--- src/rtl/rv32im_csr_access_ctrl_if.sv ---
// rtl/rv32im_csr_access_ctrl_if.sv - CSR request/response handshake bundle between a requester and the CSR access controller
interface rv32im_csr_access_ctrl_if #(
  parameter int CSR_AW = 12,
  parameter int XLEN   = 32
);
  // request channel
  logic              req_valid;
  logic              req_ready;
  logic [2:0]        req_funct3;
  logic [CSR_AW-1:0] req_addr;
  logic [XLEN-1:0]   req_operand;
  logic              req_src_zero;
  logic              req_rd_zero;
  // response channel
  logic              resp_valid;
  logic              resp_ready;
  logic [XLEN-1:0]   resp_rdata;
  logic              resp_illegal;

  // requester side (execute stage or debug module)
  modport master (
    output req_valid, req_funct3, req_addr, req_operand, req_src_zero, req_rd_zero, resp_ready,
    input  req_ready, resp_valid, resp_rdata, resp_illegal
  );

  // controller side
  modport slave (
    input  req_valid, req_funct3, req_addr, req_operand, req_src_zero, req_rd_zero, resp_ready,
    output req_ready, resp_valid, resp_rdata, resp_illegal
  );
endinterface

--- src/rtl/rv32im_csr_access_ctrl.sv ---
// rtl/rv32im_csr_access_ctrl.sv - Zicsr read-modify-write sequencer in front of the CSR regfile (optional CSR_DBG_PORT_EN adds a debug requester)
module rv32im_csr_access_ctrl #(
  parameter int CSR_AW = 12,
  parameter int XLEN   = 32
) (
  input  logic                clk_i,
  input  logic                rst_i,
  rv32im_csr_access_ctrl_if.slave core,
`ifdef CSR_DBG_PORT_EN
  rv32im_csr_access_ctrl_if.slave dbg,
`endif
  output logic [CSR_AW-1:0]   csr_addr_o,
  output logic [XLEN-1:0]     csr_wdata_o,
  output logic                csr_read_en_o,
  output logic                csr_write_en_o,
  input  logic [XLEN-1:0]     csr_rdata_i,
  input  logic [1:0]          priv_mode_i
);

  typedef enum logic [2:0] {
    IDLE  = 3'd0,
    CHECK = 3'd1,
    READ  = 3'd2,
    WRITE = 3'd3,
    RESP  = 3'd4
  } state_t;

  state_t state_q, state_d;

  // latched request
  logic [CSR_AW-1:0] addr_q;
  logic [2:0]        funct3_q;
  logic [XLEN-1:0]   operand_q;
  logic              src_zero_q;
  logic              rd_zero_q;
  logic              is_dbg_q;
  logic [XLEN-1:0]   old_q;
  logic              illegal_q;

  // handshake qualifiers
  logic core_accept;
  logic dbg_accept;
  logic accept;
  logic resp_ready_sel;

`ifdef CSR_DBG_PORT_EN
  // debug wins a same-cycle tie; the core simply sees ready low
  assign dbg_accept     = (state_q == IDLE) && dbg.req_valid;
  assign core_accept    = (state_q == IDLE) && core.req_valid && !dbg.req_valid;
  assign resp_ready_sel = is_dbg_q ? dbg.resp_ready : core.resp_ready;
`else
  assign dbg_accept     = 1'b0;
  assign core_accept    = (state_q == IDLE) && core.req_valid;
  assign resp_ready_sel = core.resp_ready;
`endif
  assign accept = core_accept | dbg_accept;

  // decode of the latched request
  logic            is_rw;
  logic            write_intent;
  logic            read_needed;
  logic [1:0]      priv_eff;
  logic            illegal_chk;
  logic [XLEN-1:0] op_val;

  assign is_rw        = (funct3_q[1:0] == 2'b01);
  // RW always writes; set/clear only when the source is non-zero
  assign write_intent = is_rw | ~src_zero_q;
  // RW with rd=x0 has no architectural read side effect
  assign read_needed  = ~(is_rw & rd_zero_q);
  assign priv_eff     = is_dbg_q ? 2'b11 : priv_mode_i;
  assign illegal_chk  = (funct3_q[1:0] == 2'b00)
                     || (addr_q[9:8] > priv_eff)
                     || (write_intent && (addr_q[11:10] == 2'b11));
  // I-variants carry a 5-bit zero-extended immediate
  assign op_val       = funct3_q[2] ? {{(XLEN-5){1'b0}}, operand_q[4:0]} : operand_q;

  // state register
  always_ff @(posedge clk_i) begin
    if (rst_i) state_q <= IDLE;
    else       state_q <= state_d;
  end

  // next-state logic
  always_comb begin
    state_d = state_q;
    case (state_q)
      IDLE:    if (accept) state_d = CHECK;
      CHECK: begin
        if (illegal_chk)      state_d = RESP;
        else if (read_needed) state_d = READ;
        else                  state_d = WRITE;
      end
      READ:    state_d = write_intent ? WRITE : RESP;
      WRITE:   state_d = RESP;
      RESP:    if (resp_ready_sel) state_d = IDLE;
      default: state_d = IDLE;
    endcase
  end

  // request latch, legality flag and old-value capture
  always_ff @(posedge clk_i) begin
    if (rst_i) begin
      addr_q     <= '0;
      funct3_q   <= '0;
      operand_q  <= '0;
      src_zero_q <= 1'b0;
      rd_zero_q  <= 1'b0;
      is_dbg_q   <= 1'b0;
      old_q      <= '0;
      illegal_q  <= 1'b0;
    end else begin
      if (core_accept) begin
        addr_q     <= core.req_addr;
        funct3_q   <= core.req_funct3;
        operand_q  <= core.req_operand;
        src_zero_q <= core.req_src_zero;
        rd_zero_q  <= core.req_rd_zero;
        is_dbg_q   <= 1'b0;
        old_q      <= '0;
        illegal_q  <= 1'b0;
      end
`ifdef CSR_DBG_PORT_EN
      if (dbg_accept) begin
        addr_q     <= dbg.req_addr;
        funct3_q   <= dbg.req_funct3;
        operand_q  <= dbg.req_operand;
        src_zero_q <= dbg.req_src_zero;
        rd_zero_q  <= dbg.req_rd_zero;
        is_dbg_q   <= 1'b1;
        old_q      <= '0;
        illegal_q  <= 1'b0;
      end
`endif
      if (state_q == CHECK) illegal_q <= illegal_chk;
      if (state_q == READ)  old_q     <= csr_rdata_i;
    end
  end

  // output decode; everything is quiet outside its own phase
  always_comb begin
    core.req_ready    = 1'b0;
    core.resp_valid   = 1'b0;
    core.resp_rdata   = '0;
    core.resp_illegal = 1'b0;
`ifdef CSR_DBG_PORT_EN
    dbg.req_ready     = 1'b0;
    dbg.resp_valid    = 1'b0;
    dbg.resp_rdata    = '0;
    dbg.resp_illegal  = 1'b0;
`endif
    csr_addr_o        = '0;
    csr_wdata_o       = '0;
    csr_read_en_o     = 1'b0;
    csr_write_en_o    = 1'b0;
    case (state_q)
      IDLE: begin
`ifdef CSR_DBG_PORT_EN
        dbg.req_ready  = 1'b1;
        core.req_ready = ~dbg.req_valid;
`else
        core.req_ready = 1'b1;
`endif
      end
      READ: begin
        csr_read_en_o = 1'b1;
        csr_addr_o    = addr_q;
      end
      WRITE: begin
        csr_write_en_o = 1'b1;
        csr_addr_o     = addr_q;
        case (funct3_q[1:0])
          2'b10:   csr_wdata_o = old_q | op_val;
          2'b11:   csr_wdata_o = old_q & ~op_val;
          default: csr_wdata_o = op_val;
        endcase
      end
      RESP: begin
`ifdef CSR_DBG_PORT_EN
        if (is_dbg_q) begin
          dbg.resp_valid   = 1'b1;
          dbg.resp_rdata   = old_q;
          dbg.resp_illegal = illegal_q;
        end else begin
          core.resp_valid   = 1'b1;
          core.resp_rdata   = old_q;
          core.resp_illegal = illegal_q;
        end
`else
        core.resp_valid   = 1'b1;
        core.resp_rdata   = old_q;
        core.resp_illegal = illegal_q;
`endif
      end
      default: ;
    endcase
  end

endmodule

--- src/flat_wrapper.sv ---
// flat-port wrapper written by rule: the top's interface ports become plain ports
module rv32im_csr_access_ctrl_flat 
#(
  parameter int CSR_AW = 12,
  parameter int XLEN   = 32
)
  (clk_i, rst_i, csr_addr_o, csr_wdata_o, csr_read_en_o, csr_write_en_o, csr_rdata_i, priv_mode_i, core_req_valid, core_req_funct3, core_req_addr, core_req_operand, core_req_src_zero, core_req_rd_zero, core_resp_ready, core_req_ready, core_resp_valid, core_resp_rdata, core_resp_illegal);
  rv32im_csr_access_ctrl_if #(.CSR_AW(CSR_AW), .XLEN(XLEN)) core_i ();
  input  logic clk_i;
  input  logic rst_i;
  output logic [CSR_AW-1:0] csr_addr_o;
  output logic [XLEN-1:0] csr_wdata_o;
  output logic csr_read_en_o;
  output logic csr_write_en_o;
  input  logic [XLEN-1:0] csr_rdata_i;
  input  logic [1:0] priv_mode_i;
  input wire logic [$bits(core_i.req_valid)-1:0] core_req_valid;
  input wire logic [$bits(core_i.req_funct3)-1:0] core_req_funct3;
  input wire logic [$bits(core_i.req_addr)-1:0] core_req_addr;
  input wire logic [$bits(core_i.req_operand)-1:0] core_req_operand;
  input wire logic [$bits(core_i.req_src_zero)-1:0] core_req_src_zero;
  input wire logic [$bits(core_i.req_rd_zero)-1:0] core_req_rd_zero;
  input wire logic [$bits(core_i.resp_ready)-1:0] core_resp_ready;
  output wire logic [$bits(core_i.req_ready)-1:0] core_req_ready;
  output wire logic [$bits(core_i.resp_valid)-1:0] core_resp_valid;
  output wire logic [$bits(core_i.resp_rdata)-1:0] core_resp_rdata;
  output wire logic [$bits(core_i.resp_illegal)-1:0] core_resp_illegal;
  assign core_i.req_valid = core_req_valid;
  assign core_i.req_funct3 = core_req_funct3;
  assign core_i.req_addr = core_req_addr;
  assign core_i.req_operand = core_req_operand;
  assign core_i.req_src_zero = core_req_src_zero;
  assign core_i.req_rd_zero = core_req_rd_zero;
  assign core_i.resp_ready = core_resp_ready;
  assign core_req_ready = core_i.req_ready;
  assign core_resp_valid = core_i.resp_valid;
  assign core_resp_rdata = core_i.resp_rdata;
  assign core_resp_illegal = core_i.resp_illegal;
  rv32im_csr_access_ctrl #(.CSR_AW(CSR_AW), .XLEN(XLEN)) u_core (.clk_i(clk_i), .rst_i(rst_i), .core(core_i), .csr_addr_o(csr_addr_o), .csr_wdata_o(csr_wdata_o), .csr_read_en_o(csr_read_en_o), .csr_write_en_o(csr_write_en_o), .csr_rdata_i(csr_rdata_i), .priv_mode_i(priv_mode_i));
endmodule
--- config.mk ---
export PLATFORM = sky130hd
export DESIGN_NAME = rv32im_csr_access_ctrl_flat
export DESIGN_NICKNAME = d
export VERILOG_FILES = /design/src/rtl/rv32im_csr_access_ctrl_if.sv /design/src/rtl/rv32im_csr_access_ctrl.sv /design/src/flat_wrapper.sv
export SDC_FILE = /design/constraint.sdc
export NUM_CORES = 1
export LEC_CHECK = 0
export ABC_AREA = 1
export BUFFER_PORTS_ARGS = -buffer_cell sky130_fd_sc_hd__buf_2
export CORE_MARGIN = 5
export CORE_UTILIZATION = 50
export DETAILED_ROUTE_END_ITERATION = 12
export GPL_TIMING_DRIVEN = 0
export HOLD_SLACK_MARGIN = 0.05
export PLACE_DENSITY = 0.89
export SLEW_MARGIN = 10
export SYNTH_ARGS = -nofsm -noshare
export SYNTH_HDL_FRONTEND = slang
export SYNTH_SLANG_ARGS = --single-unit
--- constraint.sdc ---
create_clock -name clk_i -period 3.1 [get_ports clk_i]
set_input_delay 0.155 -clock clk_i [delete_from_list [all_inputs] [get_ports clk_i]]
set_output_delay 0.155 -clock clk_i [all_outputs]
set_load 0.1 [all_outputs]
# Word level (Yosys, flattened, before mapping)
# Index checks and enable logic that the tools add are counted.
# totals
regBits,85
latch_bits,0
ram_bits,0
rom_bits,0
input_bits,87
output_inout_bits,81
wordCells,55
memories,0
# classes
n_addsub,0
n_mul,0
div,0
order_cmp,1
eq_ne,10
shifts,0
muxes,20
bitwise,6
n_reduce_logical,10
# ops
operator,count
2-to-1 mux 32 bit,5
case mux 32 bit (2 select lines),1
AND 32 bit,1
NOT 32 bit,1
bitwise OR 32 bit,1
case mux 3 bit (5 select lines),1
2-to-1 mux 12 bit,1
2-to-1 mux 3 bit,4
2-to-1 mux 1 bit,8
"== test 2 bit, second input constant",3
"== test 3 x 2 -> 1 bit, second input constant",2
nonzero test 2 bit,2
"== test 3 x 1 -> 1 bit, second input constant",1
"== test 3 bit, second input constant",1
zero test 3 bit,1
"== test 2 x 1 -> 1 bit, second input constant",1
> comparator 2 bit,1
logical AND 1 bit,2
zero test 2 bit,1
logical OR 1 bit,2
"!= test 2 x 1 -> 1 bit, second input constant",1
"!= test 2 bit, second input constant",1
AND reduction 2 bit,1
OR reduction 2 bit,1
3 further kinds,3

# Depth between registers and ports, before layout
# depth
ltp_word,6
ltp_mapped,11
depth_no_buf,11

# Least setup slack after synthesis
# No wires, ideal clock.
# synth_timing
path_kind,flip-flop to output port
start,reg u_core.state_q[1]
end,out csr_wdata_o[10]
t_arrival_ns,3.741
required_ns,2.945
slack_ns,-0.796
path_stages_with_launch,6
n_path_buf,1
path_cell_list,dfxtp_1 > nand2_2 > nor2_4 > inv_2 > buf_2 > a311oi_1
# synth_between
elab_chain_len,2
# synth_lines
item,line_no,source
from (decl),rv32im_csr_access_ctrl.sv:28,"state_t state_q, state_d;"
from (signal assigned),rv32im_csr_access_ctrl.sv:81,else state_q <= state_d;
== test 3 x 2 -> 1 bit,rv32im_csr_access_ctrl.sv:156,case (state_q)
2-to-1 mux 32 bit,rv32im_csr_access_ctrl.sv:156,
to (decl),flat_wrapper.sv:12,output logic [XLEN-1:0] csr_wdata_o;
# Every way passes these cells.

# Worst setup path in the final report
# layout_timing
start,reg u_core.funct3_q[1]
end,out csr_wdata_o[23]
# layout_between
elab_chain_len,3
elab_cells_between_ends,4
classes_between,eq/ne: 2; mux: 2
# layout_lines
item,line_no,source
from (decl),rv32im_csr_access_ctrl.sv:32,logic [2:0] funct3_q;
from (signal assigned),rv32im_csr_access_ctrl.sv:115,funct3_q <= core.req_funct3;
== test 2 bit,rv32im_csr_access_ctrl.sv:172,case (funct3_q[1:0])
case mux 32 bit (2 select lines) *,rv32im_csr_access_ctrl.sv:172,
2-to-1 mux 32 bit *,rv32im_csr_access_ctrl.sv:156,
# Every way passes the cells marked *; elsewhere a longest branch is shown, timed or not.

==> results.py <==
metrics = {
    "outcome": {
        "outcome": "complete, no violations",
    },
    "yosys": {
        "synthDominantAreaCellType": "dfxtp_1",
        "synth_most_common_cell": "a21oi_1",
        "synth_cells": 599,
        "yosysWarningCount": 0,
        "postSynthRegisterBits": 85,
        "ys_async_sr_fraction": 0,
        "synth_area_leaders": "dfxtp_1, a21oi_1, inv_1, nor2_1, a311oi_1",
        "post-synth-top-area-fraction": 0.412,
        "post_synth_num_cell_types": 25,
        "synth_sequential_area_ratio": 0.412,
        "netlist_area_before_placement_mm2": 0.00413,
        "synth.avg_cell_area_um2": 6.89,
        "yosys_most_used_dff": "dfxtp_1",
        "synth_edf_count": 0,
        "postSynthNetCount": 688,
        "ys_top_cells_by_count": "a21oi_1, inv_1, dfxtp_1",
    },
    "floorplanning": {
        "initial_core_utilization": 0.507,
        "core_region_area_mm2": 0.00813,
        "design.portCount": 168,
        "die_outline_area_mm2": 0.0102,
        "floorplan.die.height_um": 101,
        "fp.dieW_um": 101,
        "std_cell_rows": 33,
    },
    "sta": {
        "final.period_utilization": 0.845,
        "period_needed_ns": 2.62,
        "slew_viol_final": 0,
        "worst_slew_margin_rel": 0.543,
        "fin_setup_tns_ns": 0,
        "hold_viol": 0,
        "final_setup_fails": 0,
        "tightestPinTransition_ns": 0.686,
        "achievable-frequency_mhz": 382,
        "final.setup_skew_ns": 0.0112,
        "rsz0062_at_grt": "false",
    },
    "grt": {
        "first_pass_grt_wire_length_um": 22100,
        "number_of_antenna_violations_at_the_first_check_in_global_routing": 0,
        "grt_start_max_net_pins": 14,
        "first_global_vias": 4763,
        "globalRoute.totalOverflow": 0,
        "groute.usage.overall": 0.270,
    },
    "placed_design": {
        "gpl.final_weighted_congestion": 0.889,
        "port-buffer-count": 167,
        "placed_area_mm2": 0.00517,
        "post-dp-hpwl_um": 10200,
    },
    "clock_tree": {
        "cts_setup_buffers": 0,
        "clock_tree_from_tritoncts": "yes",
        "clkSinkCount": 85,
        "clk_root_buffer_cell": "clkbuf_8",
        "insertion_delay_ns": 0.35,
        "clkTransAtPathRegs_ns": 0.08,
        "max-clock-path-buffers": 2,
        "cts_inserted_buffers": 9,
        "cts_resized": 0,
        "postCtsHoldBufs": 21,
        "cts-htree-levels": 3,
    },
    "power": {
        "power.sequential.fraction": 0.400,
        "p_int_mw": 2.06,
        "power.leakage_nw": 2.40,
        "share_comb_of_total_power": 0.325,
        "p_per_area_mw_per_mm2": 585,
        "power.clock.fraction": 0.275,
        "ir_drop_uv": 568,
        "power.switching_fraction": 0.374,
        "netSwitchingPower_mw": 1.23,
    },
    "min_path": {
        "min_delay_worst_type": "in2reg",
    },
    "layout": {
        "layout.nets": 887,
        "syn_to_final_growth_pct": 36.2,
        "num_antenna_cells": 0,
        "fill_cell_total_of_the_finished_layout": 676,
        "final_util": 0.691,
        "finish.instance_area_mm2": 0.00562,
        "layout-drive-gt1-share": 0.309,
    },
    "detailed_routing": {
        "route.detailed.drc": 0,
        "drt_first_iter_violations": 335,
        "dr_total_vias": 4919,
        "route.detailed.vias_per_inst": 5.42,
        "detail_route.first_pass.iterations": 5,
        "detail_route.wirelength_um": 13800,
        "postRouteAntennaNets": 0,
        "post_drt_wl_per_cell_um": 15.3,
    },
    "worst_setup_path": {
        "critPathSlowestCell": "buf_2",
        "arr_time_crit_path_ns": 2.46,
        "timing.critical_path.fanout_max": 10,
        "timing.critical_path.slowest_cell_delay_ns": 0.50,
        "worst_setup_path_end_kind": "output pin",
        "crit_path_cell_trace": "clkbuf_1 > buf_1 > a21oi_1 > a311oi_1 > buf_2",
        "start_kind": "register",
        "worstPathBufferInverterCount": 3,
        "setup.worst_path.class": "reg2out",
        "cp.required_ns": 2.94,
        "critPathTopFamily": "buffers and inverters",
    },
    "flow_run": {
        "drv_cap": 0,
    },
}
-- per-layer routing --
metal  global-route usage  share of wire  vias up
met2                0.444           0.48      254
met1                0.334           0.39     2239
li1                     -              -     2371
met4                0.137          0.042        0
met5                    0              0        -
met3               0.0561          0.090       55
-- power by group through the flow --
stage / clock network, mW / logic (mW) / registers [mW]
after global placement: 0 / 0.991 / 1.33
final: 0.904 / 1.07 / 1.32
after detailed placement: 0 / 1.03 / 1.34
after CTS: 0.909 / 1.05 / 1.31
after global routing: 0.959 / 1.17 / 1.33
after floorplan: 0 / 0.760 / 1.32
-- metrics by stage --
step                      hold WS [ns]  cells  power [mW]  setup slack (ns)
after floorplan                  0.302    599        2.08            -0.796
after detailed placement         0.417    871        2.37             0.938
after global routing            0.0592    907        3.46             0.367
after global placement           0.413    871        2.32             0.982
final                           0.0620    907        3.29             0.482
after CTS                       0.0507    907        3.28             0.547
-- area by class of cell --
type / instances / area, µm² / area share
Multi-Input combinational cell: 373 / 1950 / 0.346
Sequential cell: 85 / 1700 / 0.303
Timing Repair Buffer: 188 / 1050 / 0.186
Inverter: 92 / 345 / 0.0615
Buffer: 49 / 215 / 0.0383
Clock buffer: 12 / 165 / 0.0294
Tap cell: 105 / 131 / 0.0234
Clock inverter: 3 / 67.6 / 0.0120
-- placed cells by master, fill, tap and decap left out, types with 12 or more instances in the layout --
cell / instances
nor2_1: 44
dfxtp_1: 85
a21oi_1: 116
nand3_1: 40
dlygate4sd3_1: 21
clkbuf_1: 23
buf_2: 189
nand2_1: 51
nor2_2: 33
inv_1: 88
a311oi_1: 27
clkbuf_8: 12
o21ai_0: 45
-- path summary, 6_finish.rpt --
kind                       from             endpoint  slack, ns  cells after the start
max reg2reg   u_core.state_q[0]  u_core.operand_q[6]       1.43                      6
max          u_core.funct3_q[1]      csr_wdata_o[23]       0.48                      5
min              csr_rdata_i[7]      u_core.old_q[7]       0.06                      3
min reg2reg    u_core.addr_q[7]     u_core.addr_q[7]       0.46                      2
-- registers in the layout, summed over array words and instances (netlist names) --
register / count
u_core.illegal_q: 1
u_core.src_zero_q: 1
u_core.state_q: 3
u_core.addr_q: 12
u_core.funct3_q: 3
u_core.operand_q: 32
u_core.old_q: 32
u_core.rd_zero_q: 1
-- worst min-delay path, delay by kind of cell --
| family | cells | cell delay [ns] |
|---|---|---|
| AO/OA/AOI/OAI | 1 | 0.06 |
| AND/OR/NAND/NOR | 1 | 0.06 |
| buffers and inverters | 1 | 0.09 |
-- logic make-up (layout without fill, tap and decap cells) --
logic type               Yosys count  count (layout)  synth area share
AO/OA/AOI/OAI                    193             193             0.260
adder cells (fa/ha/maj)            2               2           0.00607
buffers and inverters            141             344             0.136
flip-flops                        85              85             0.412
AND/OR/NAND/NOR                  178             178             0.186
Power figures use the tool's default switching activity.
